## config.mk

```make
export PLATFORM = sky130hd
export DESIGN_NAME = ysyx_040066_if_fetch
export DESIGN_NICKNAME = d
export VERILOG_FILES = /design/src/rtl/ysyx_040066_if_fetch.sv
export SDC_FILE = /design/constraint.sdc
export NUM_CORES = 1
export LEC_CHECK = 0
export CAP_MARGIN = 5
export CORE_ASPECT_RATIO = 1.5
export CORE_MARGIN = 2
export CORE_UTILIZATION = 41
export DETAILED_ROUTE_END_ITERATION = 8
export GPL_TIMING_DRIVEN = 0
export HOLD_SLACK_MARGIN = 0.12
export PLACE_DENSITY = 0.74
export SLEW_MARGIN = 10
export SYNTH_ARGS = -nofsm -noshare
export SYNTH_HDL_FRONTEND = slang
export SYNTH_SLANG_ARGS = --single-unit
```

## constraint.sdc

```tcl
create_clock -name clk -period 8.2 [get_ports clk]
set_input_delay 0.82 -clock clk [delete_from_list [all_inputs] [get_ports clk]]
set_output_delay 0.82 -clock clk [all_outputs]
set_load 0.01 [all_outputs]
```

## src/rtl/ysyx_040066_if_fetch.sv

```systemverilog
// ysyx_040066_if_fetch -- instruction fetch stage.
// Takes one fetch PC at a time from the PC stage and issues a single 64-bit
// aligned read. It then selects the 32-bit word and queues {pc, inst, fault}
// for ID. It also back-pressures the PC stage and discards stale work on a
// redirect flush.
// Ports:
//   clk, rst              clock, synchronous active-high reset
//   pc_i, pc_valid_i      fetch PC from PC stage
//   flush_i               redirect: empties the queue, kills the in-flight fetch
//   fetch_block_o         PC stage must hold its PC this cycle
//   mem_req_*             read request (valid/ready, 8-byte aligned address)
//   mem_rsp_*             read response (valid, data, access fault)
//   id_*                  queue head towards decode; id_ready_i pops it
module ysyx_040066_if_fetch #(
  parameter int unsigned DEPTH        = 2,
  parameter logic [63:0] RESET_PC_CHK = 64'h3000_0000
) (
  input  logic        clk,
  input  logic        rst,
  input  logic [63:0] pc_i,
  input  logic        pc_valid_i,
  input  logic        flush_i,
  output logic        fetch_block_o,
  output logic        mem_req_valid_o,
  output logic [63:0] mem_req_addr_o,
  input  logic        mem_req_ready_i,
  input  logic        mem_rsp_valid_i,
  input  logic [63:0] mem_rsp_data_i,
  input  logic        mem_rsp_err_i,
  output logic        id_valid_o,
  output logic [63:0] id_pc_o,
  output logic [31:0] id_inst_o,
  output logic        id_fault_o,
  input  logic        id_ready_i
);

  localparam int unsigned AW = (DEPTH > 1) ? $clog2(DEPTH) : 1;
  localparam int unsigned CW = $clog2(DEPTH + 1);

  typedef enum logic [1:0] {S_IDLE, S_REQ, S_WAIT, S_DRAIN} state_e;

  state_e         state_q, state_d;
  logic           kill_q, kill_d;
  logic [63:0]    pc_q, pc_d;

  logic [63:0]    q_pc    [DEPTH];
  logic [31:0]    q_inst  [DEPTH];
  logic           q_fault [DEPTH];
  logic [AW-1:0]  head_q, tail_q;
  logic [CW-1:0]  count_q;

  logic           accept, deq, enq, enq_ok, full;
  logic [63:0]    enq_pc;
  logic [31:0]    enq_inst;
  logic           enq_fault;

  assign full          = (count_q == CW'(DEPTH));
  // Blocking in every non-IDLE state keeps at most one fetch outstanding, so
  // count<DEPTH at accept already reserves the slot for its response.
  assign fetch_block_o = (state_q != S_IDLE) | full;
  assign accept        = pc_valid_i & ~fetch_block_o & ~flush_i;
  assign deq           = id_valid_o & id_ready_i & ~flush_i;
  assign enq_ok        = enq & (~full | deq);

  assign mem_req_addr_o = {pc_q[63:3], 3'b000};
  assign id_valid_o     = (count_q != '0);
  assign id_pc_o        = q_pc[head_q];
  assign id_inst_o      = q_inst[head_q];
  assign id_fault_o     = q_fault[head_q];

  always_comb begin
    state_d         = state_q;
    kill_d          = kill_q;
    pc_d            = pc_q;
    enq             = 1'b0;
    enq_pc          = pc_q;
    enq_inst        = '0;
    enq_fault       = 1'b0;
    mem_req_valid_o = 1'b0;
    unique case (state_q)
      S_IDLE: begin
        if (accept) begin
          if (pc_i[1:0] != 2'b00) begin
            // Misaligned PC faults locally without touching memory.
            enq       = 1'b1;
            enq_pc    = pc_i;
            enq_fault = 1'b1;
          end else begin
            pc_d    = pc_i;
            state_d = S_REQ;
          end
        end
      end
      S_REQ: begin
        mem_req_valid_o = 1'b1;
        if (mem_req_ready_i) begin
          // A flush on the handshake cycle itself must also kill the response.
          kill_d  = kill_q | flush_i;
          state_d = (kill_q | flush_i) ? S_DRAIN : S_WAIT;
        end else if (flush_i) begin
          kill_d = 1'b1;
        end
      end
      S_WAIT: begin
        if (mem_rsp_valid_i) begin
          state_d = S_IDLE;
          if (!flush_i) begin
            enq       = 1'b1;
            enq_inst  = pc_q[2] ? mem_rsp_data_i[63:32] : mem_rsp_data_i[31:0];
            enq_fault = mem_rsp_err_i;
          end
        end else if (flush_i) begin
          state_d = S_DRAIN;
        end
      end
      S_DRAIN: begin
        if (mem_rsp_valid_i) begin
          state_d = S_IDLE;
          kill_d  = 1'b0;
        end
      end
      default: state_d = S_IDLE;
    endcase
  end

  always_ff @(posedge clk) begin
    if (rst) begin
      state_q <= S_IDLE;
      kill_q  <= 1'b0;
      pc_q    <= '0;
    end else begin
      state_q <= state_d;
      kill_q  <= kill_d;
      pc_q    <= pc_d;
    end
  end

  always_ff @(posedge clk) begin
    if (rst || flush_i) begin
      head_q  <= '0;
      tail_q  <= '0;
      count_q <= '0;
    end else begin
      if (enq_ok) tail_q <= tail_q + 1'b1;
      if (deq)    head_q <= head_q + 1'b1;
      unique case ({enq_ok, deq})
        2'b10:   count_q <= count_q + 1'b1;
        2'b01:   count_q <= count_q - 1'b1;
        default: count_q <= count_q;
      endcase
    end
  end

  always_ff @(posedge clk) begin
    if (enq_ok && !flush_i) begin
      q_pc[tail_q]    <= enq_pc;
      q_inst[tail_q]  <= enq_inst;
      q_fault[tail_q] <= enq_fault;
    end
  end

`ifndef SYNTHESIS
  logic boot_q;
  always_ff @(posedge clk) begin
    if (rst) boot_q <= 1'b1;
    else if (accept) boot_q <= 1'b0;
    // The first fetch after reset must be the expected boot PC.
    if (!rst && boot_q && accept) assert (pc_i == RESET_PC_CHK);
    // Request held stable until the handshake.
    if (!rst && state_q == S_REQ && !mem_req_ready_i) assert (state_d == S_REQ);
  end
`endif

endmodule

```

**Yosys cells after proc, flatten, opt, wreduce, memory -nomap -nowiden**

Memories as Yosys holds them, arrays and structs flattened. A register that Yosys moved wholly into a read port is not among the register bits.
Index checks and enable logic that the tools add are counted.

- Register bits: 71
- RAM bits: 194
- Input bits: 136
- Output and inout bits: 164
- Logic and storage cells: 86
- Memories kept: 3

- Add/subtract/negate cells: 4
- Eq/ne operators: 12
- Multiplexer cells: 37
- Bitwise gates (word level): 12
- Reduce and logical (&&, ||, !) cells: 12

Memories:

| memory | depth | bits a word | read ports | clocked after memory_dff | write ports | RTL line | source |
|---|---|---|---|---|---|---|---|
| q_pc | 2 | 64 | 1 | 1 | 1 | 46 | `logic [63:0] q_pc [DEPTH];` |
| q_inst | 2 | 32 | 1 | 1 | 1 | 47 | `logic [31:0] q_inst [DEPTH];` |
| q_fault | 2 | 1 | 1 | 1 | 1 | 48 | `logic q_fault [DEPTH];` |

Operators with widths:

| operator | number |
|---|---|
| 2-to-1 mux 64 bit | 3 |
| 2-to-1 mux 32 bit | 4 |
| 2-to-1 mux 1 bit | 19 |
| 2-to-1 mux 2 bit | 6 |
| nonzero test 2 bit | 5 |
| equality test 2 bit (second input constant) | 4 |
| inequality test 2 bit (second input constant) | 4 |
| one-hot mux 2 bit (4 select lines) | 1 |
| inequality test 3 bit (second input constant) | 2 |
| one-hot mux 1 bit (2 select lines) | 3 |
| AND reduction 3 bit | 2 |
| AND 1 bit | 5 |
| AND reduction 5 bit | 1 |
| equality test 2 x 1 -> 1 bit (second input constant) | 2 |
| inverter 1 bit | 4 |
| one-hot mux 2 bit (2 select lines) | 1 |
| OR 1 bit | 3 |
| adder 1 bit (second input constant) | 2 |
| adder 2 x 1 -> 2 bit (second input constant) | 1 |
| logical NOT 2 bit | 1 |
| subtractor 2 x 1 -> 2 bit (second input constant) | 1 |
| logical AND 1 bit | 1 |
| logical NOT 1 bit | 1 |
| logical OR 1 bit | 1 |

**Depth between registers and ports, before layout**

Gate-level depths: netlist (run 1).

- Depth after elaboration: 11
- Depth in mapped cells: 10
- Mapped depth without buffers: 8

**Least setup slack after synthesis (run 1)**

No wires, ideal clock.

- Path kind: input -> register
- From: input port flush_i
- To: memory q_fault[0] (enable)
- Data arrival time: 5929 ps
- Required time: 7647 ps
- Setup slack: 1718 ps
- Stages: 5
- Cell sequence: or3b_4 > nand4b_4 > buf_2 > a211o_1 > nor2_1

- Word-level cells in the longest chain between the ends: 8
- Elaborated cells between the ends (all ways): 13
- Classes of those cells: 6 x mux; 5 x bitwise; 2 x reduce/logical

Ends and longest elaborated chain:

| element | RTL line | source |
|---|---|---|
| start: declaration | 22 | `input logic flush_i,` |
| inverter 1 bit | 61, 62 |  |
| AND 1 bit | 61 | `assign accept = pc_valid_i & ~fetch_block_o & ~flush_i;` |
| 2-to-1 mux 1 bit | 82 | `if (accept) begin` |
| one-hot mux 1 bit (2 select lines) | 80 | `unique case (state_q)` |
| AND 1 bit | 63 | `assign enq_ok = enq & (~full \| deq);` |
| logical AND 1 bit (*) | 155 | `if (enq_ok && !flush_i) begin` |
| 2-to-1 mux 1 bit (*) | 155 |  |
| 2-to-1 mux 1 bit (implied by the code) (*) | 158 | `q_fault[tail_q] <= enq_fault;` |
| end: declaration | 48 |  |

Mark *: on every way between the ends. The rest lies on a longest branch, timed or not.

==> impl_metrics.json, run 1 <==
{
  "antenna_found_initial": 3,
  "path_common_cell": "clkbuf_1",
  "setup_viol": 0,
  "ys_types": 35,
  "num_rows": 75,
  "yosysWarnings": 0,
  "drive_above_1_share": 0.251,
  "cp-start-kind": "flop",
  "cts_root_buffer": "clkbuf_16",
  "die_y_um": 209,
  "yosysTopAreaCellShare": 0.508,
  "coreArea_sq_um": 27800,
  "fmax_mhz": 241,
  "dp.cells": 1501,
  "hold_viol": 0,
  "p_leak_nw": 5.85,
  "path_max_fanout": 10,
  "tightest_slew_ns": 1.08,
  "syn_inst": 848,
  "synth-seq-cells": 266,
  "tritoncts": "done",
  "die_area_sq_um": 29300,
  "cts.clk_slew.worst_paths_ns": 0.07,
  "crit_path_end_kind": "primary output",
  "via_count": 7598,
  "grt_usage": 0.190,
  "io-pin-count": 300,
  "gp_congestion": 0.796,
  "cp_cell_sequence": "clkbuf_1, clkbuf_1, buf_2, mux2_2, clkdlybuf4s50_1",
  "arrival_ns": 3.34,
  "postCtsHoldBufs": 0,
  "slew-limit-headroom": 0.273,
  "post-route-period-util": 0.507,
  "worstSkewPairLatency_ns": 0.54,
  "port-buffer-count": 295,
  "hold_ws_ns": 0.468,
  "grt_max_degree": 23,
  "post_drt_wl_per_cell_um": 18.7,
  "max_stage_delay_ns": 0.69,
  "finish.net_count": 1319,
  "ant_nets": 0,
  "vias_per_cell": 4.90,
  "crit_required_ns": 7.38,
  "post_cts_buffers": 0,
  "fin_skew_ns": 0.0223,
  "avgSynthCellArea_sq_um": 13.5,
  "n_fill_cell": 2278,
  "rsz0062_at_grt": "no",
  "dr.pass1.iters": 5,
  "critPathKind": "reg2out",
  "fp.dieW_um": 140,
  "critPathSlowestCell": "clkbuf_1",
  "ir_worst_vdd_v": 0.000165,
  "finalSetupTns_ns": 0,
  "wl_um": 29000,
  "p_per_area_nw_per_um2": 185,
  "syn2layout_area_growth_pct": 39.4,
  "grt-ovfl-total": 0,
  "hp-class": "reg2reg",
  "slew_viol_final": 0,
  "grt_pass1_wl_um": 43100,
  "syn-cell-area_sq_um": 11500,
  "cts-htree-levels": 1,
  "final.min_clock_period_ns": 4.16,
  "drc": 0,
  "drt_iter0_drc": 305,
  "hpwlAfterDp_um": 20700,
  "cts_buffers": 25,
  "initial_core_util": 0.412,
  "p_total_mw": 2.96,
  "clockBufferDepth": 3,
  "cts.repair.resized": 0,
  "stdcell_count": 1550,
  "status": "finished, final reports clean",
  "max_cap_viol_count": 0,
  "grt_pass1_vias": 7874,
  "ys_top_cells_by_area": "edfxtp_1 (51%), mux2_2 (16%), dfxtp_1 (13%)",
  "yosysSeqAreaShare": 0.634,
  "clkSinkCount": 266,
  "yosysTopAreaCell": "edfxtp_1"
}
-- report_power, final --
part           switching, mW  leakage [nW]  internal [mW]  total (mW)
clock                  0.491         0.403          0.687        1.18
combinational          0.123          2.88          0.172       0.295
sequential            0.0102          2.56           1.47        1.48
total                  0.624          5.85           2.33        2.96
-- critical path, delay by kind of cell, from the launching register on --
| kind | cells | cell delay, ns |
|---|---|---|
| buf+inv | 4 | 2.10 |
| flops | 1 | 0.30 |
| mux | 1 | 0.37 |
-- cell families (layout without fill, tap and decap cells) --
| logic type | after synthesis | count (layout) | synth area share |
|---|---|---|---|
| multiplexers | 192 | 192 | 0.185 |
| AO/OA/AOI/OAI | 76 | 76 | 0.0356 |
| flip-flops | 266 | 266 | 0.634 |
| other | 1 | 6 | 0.000327 |
| AND/OR/NAND/NOR | 191 | 191 | 0.0696 |
| XOR/XNOR | 4 | 4 | 0.00306 |
| adder cells (fa/ha/maj) | 1 | 1 | 0.00109 |
| buffers and inverters | 117 | 468 | 0.0709 |
-- worst paths after layout --
path / from / to / slack (ns) / cells past startpoint
worst max-delay path: flop / id_pc_o[35] / 4.04 / 5
worst min-delay path: pc_q[20] / pc_q[20] / 0.47 / 2
worst max register to register: state_q[0] / q_inst[0][1] / 5.22 / 8
worst min register to register: pc_q[20] / pc_q[20] / 0.47 / 2
-- final cells by class --
type	instances	area, sq um	share of cell area
Sequential cell	266	7270	0.455
Clock inverter	9	126	0.00791
Buffer	113	797	0.0499
Inverter	4	15.0	0.000940
Clock buffer	37	701	0.0439
Antenna cell	3	7.51	0.000470
Tap cell	346	433	0.0271
Timing Repair Buffer	305	3230	0.202
Multi-Input combinational cell	467	3400	0.213
-- state kept, by name, summed over array words and instances, names as in the netlist, named ones only --
signal / cells
pc_q: 64
kill_q: 1
head_q: 1
q_inst: 64
state_q: 2
tail_q: 1
count_q: 2
q_pc: 128
q_fault: 2
-- cells in the final DEF (no fill, tap or decap), types with 2 or more instances in the layout --
cell type	netlist	layout
bufinv_16	0	3
nor3b_1	2	2
clkbuf_16	0	25
nand2_1	130	130
nor2b_1	2	2
buf_16	0	10
nor2_1	42	40
mux2i_1	32	32
edfxtp_1	194	194
dfxtp_1	72	72
diode_2	0	3
or2_2	2	2
buf_4	65	65
nor2_4	0	2
clkbuf_8	0	3
clkbuf_1	20	29
clkinv_2	0	4
a21oi_1	68	68
buf_1	5	5
buf_6	16	16
xnor2_1	2	2
clkdlybuf4s50_1	0	295
nor3_1	6	6
a22o_1	2	2
conb_1	1	3
buf_2	7	7
inv_1	4	4
mux2_2	160	160
xor2_1	2	2
-- Yosys cell counts (all sizes together) --
| cell type | n |
|---|---|
| or4 | 1 |
| or2 | 2 |
| o21ai | 1 |
| o211a | 1 |
| nor3b | 2 |
| or3b | 1 |
| nand3 | 1 |
| nand2b | 1 |
| clkbuf | 20 |
| edfxtp | 194 |
| nor3 | 6 |
| a211o | 1 |
| a211oi | 1 |
| ha | 1 |
| a21oi | 68 |
| nor2 | 42 |
| or3 | 1 |
| mux2 | 160 |
| o41ai | 1 |
| nand2 | 130 |
| nor2b | 2 |
| a22o | 2 |
| nand4b | 1 |
| dfxtp | 72 |
| xor2 | 2 |
| buf | 93 |
| xnor2 | 2 |
| inv | 4 |
| conb | 1 |
| nor4 | 1 |
| mux2i | 32 |
| a311o | 1 |
-- routing by layer --
| metal | global-route usage | wire, um | part of all wire |
|---|---|---|---|
| met4 | 0.0831 | 1090 | 0.038 |
| met2 | 0.372 | 16100 | 0.56 |
| met5 | 0 | 0 | 0 |
| met3 | 0.0284 | 1420 | 0.049 |
| met1 | 0.199 | 10400 | 0.36 |
-- per-stage QoR --
step	worst slack, ns	area [sq um]	utilization
after floorplan	1.72	11500	-
after global placement	-1.76	14900	0.535
after detailed placement	4.24	15100	0.545
after CTS	3.88	16000	0.575
after global routing	3.84	16000	0.575
final	4.04	16000	0.575
No activity file was read; power rests on OpenSTA's default activity.
==> run 2, diff against run 1 <==
==> constraint.sdc (replaced) <==
create_clock -name clk -period 4.2 [get_ports clk]
set_input_delay 0.42 -clock clk [delete_from_list [all_inputs] [get_ports clk]]
set_output_delay 0.42 -clock clk [all_outputs]
set_load 0.01 [all_outputs]
==> impl_metrics.json, run 2 (same netlist as run 1, synthesis figures left out) <==
{
  "status": "finished, final reports clean",
  "top_regs": "q_pc: 128 flops, pc_q: 64 flops, q_inst: 64 flops",
  "wl_um": 29100,
  "combPwrFrac": 0.101,
  "p_leak_nw": 5.79,
  "max_cap_viol_count": 0,
  "hp-class": "in2reg",
  "final_common_cell": "clkdlybuf4s50_1",
  "post_drt_wl_per_cell_um": 18.8,
  "grt_max_degree": 28,
  "antenna_found_initial": 2,
  "clkPwrFrac": 0.386,
  "setup_viol": 0,
  "tightest_slew_ns": 1.08,
  "gp_congestion": 0.835,
  "path_max_fanout": 10,
  "clockBufferDepth": 3,
  "post_cts_buffers": 0,
  "initial_core_util": 0.412,
  "final_cell_mix": "clkdlybuf4s50_1 (295), edfxtp_1 (194), mux2_2 (160)",
  "cts-htree-levels": 1,
  "coreArea_sq_um": 27800,
  "num_rows": 75,
  "cts.clk_slew.worst_paths_ns": 0.06,
  "grt_usage": 0.193,
  "ir_worst_vdd_v": 0.000283,
  "ant_nets": 0,
  "cts_buffers": 25,
  "crit_required_ns": 3.78,
  "worstSkewPairLatency_ns": 0.54,
  "grt_pass1_vias": 7921,
  "clkSinkCount": 266,
  "n_fill_cell": 2277,
  "hpwlAfterDp_um": 20900,
  "dp.cells": 1499,
  "via_count": 7630,
  "vias_per_cell": 4.93,
  "largest_reg_flops": 128,
  "swShare": 0.211,
  "fp.dieW_um": 140,
  "drt_iter0_drc": 284,
  "drc": 0,
  "rsz0062_at_grt": "no",
  "tritoncts": "done",
  "fin_skew_ns": 0.0149,
  "switching_power_mw": 1.19,
  "regMostFlops": "q_pc",
  "arrival_ns": 3.34,
  "cts.repair.resized": 0,
  "stdcell_count": 1547,
  "drive_above_1_share": 0.248,
  "dr.pass1.iters": 7,
  "die_area_sq_um": 29300,
  "port-buffer-count": 295,
  "p_per_area_nw_per_um2": 356,
  "critPathKind": "reg2out",
  "final.min_clock_period_ns": 3.76,
  "slew_viol_final": 0,
  "hold_viol": 0,
  "grt_pass1_wl_um": 43600,
  "dp_slack_ns": 0.747,
  "slew-limit-headroom": 0.277,
  "post-route-period-util": 0.895,
  "placed_area_sq_um": 15100,
  "die_y_um": 209,
  "syn2layout_area_growth_pct": 38.3,
  "cp-start-kind": "flop",
  "p_int_mw": 4.44,
  "grt-ovfl-total": 0,
  "crit_path_end_kind": "primary output",
  "postCtsHoldBufs": 0,
  "pwr-share-seq": 0.514,
  "io-pin-count": 300,
  "finish.net_count": 1317,
  "fin_area_sq_um": 15800,
  "fmax_mhz": 266,
  "setup_ws_ns": 0.441,
  "cts_root_buffer": "clkbuf_16"
}
==> run 2: changes by cell type in the layout (fill, tap and decap cells not counted) <==
cell        delta
diode_2        -1
clkbuf_8       +1
buf_12         +4
bufinv_16      -2
clkinv_2       -1
buf_16         -6
clkinvlp_4     -1
clkbuf_1       +3
==> run 2: critical path: stages, from the launching register on <==
cell and delay (ns):
dfxtp_1 0.30, clkbuf_1 0.38, clkbuf_1 0.79, buf_2 0.42, mux2_2 0.38, clkdlybuf4s50_1 0.53
==> run 2: final cells by class <==
type / instances / area [sq um] / area share
inverters: 4 / 15.0 / 0.000948
repair buffers: 303 / 3140 / 0.198
multi-input cells: 467 / 3400 / 0.215
plain buffers: 113 / 797 / 0.0503
diodes: 2 / 5.00 / 0.000316
flip-flops and latches: 266 / 7270 / 0.459
clock inverters: 5 / 53.8 / 0.00340
well taps: 346 / 433 / 0.0273
clock buffers: 41 / 726 / 0.0458
==> run 2: power groups by stage <==
stage / clock network, mW / logic (mW) / registers, mW
CTS: 2.23 / 0.576 / 2.89
finish: 2.17 / 0.567 / 2.89
global route: 2.33 / 0.606 / 2.90
detailed placement: 0 / 0.572 / 2.95
global placement: 0 / 0.547 / 2.96
floorplan: 0 / 0.248 / 2.95
==> run 2: metrics by stage <==
stage / setup TNS (ns) / power (mW) / utilization / hold slack (ns)
final: 0 / 5.63 / 0.570 / 0.458
after global routing: 0 / 5.83 / 0.570 / 0.459
after CTS: 0 / 5.70 / 0.570 / 0.431
after detailed placement: 0 / 3.52 / 0.542 / 0.460
after global placement: -504.36 / 3.50 / 0.535 / 0.454
after floorplan: -50.80 / 3.20 / - / 0.446
==> run 2: final timing paths <==
check        startpoint      endpoint  slack (ns)  cells past startpoint
min reg2reg    pc_q[63]      pc_q[63]        0.47                      2
min             pc_i[4]       pc_q[4]        0.46                      3
max reg2reg  state_q[0]  q_inst[1][8]        1.33                      7
max                flop   id_pc_o[35]        0.44                      5
==> run 2: layer usage <==
layer  routed length [um]  share of wire  track usage  vias up
met5                    0              0            0        -
met4                 1110          0.038       0.0803        0
met3                 1500          0.052       0.0293       54
met2                16100           0.55        0.379      247
met1                10400           0.36        0.200     3702
li1                     -              -            -     3627
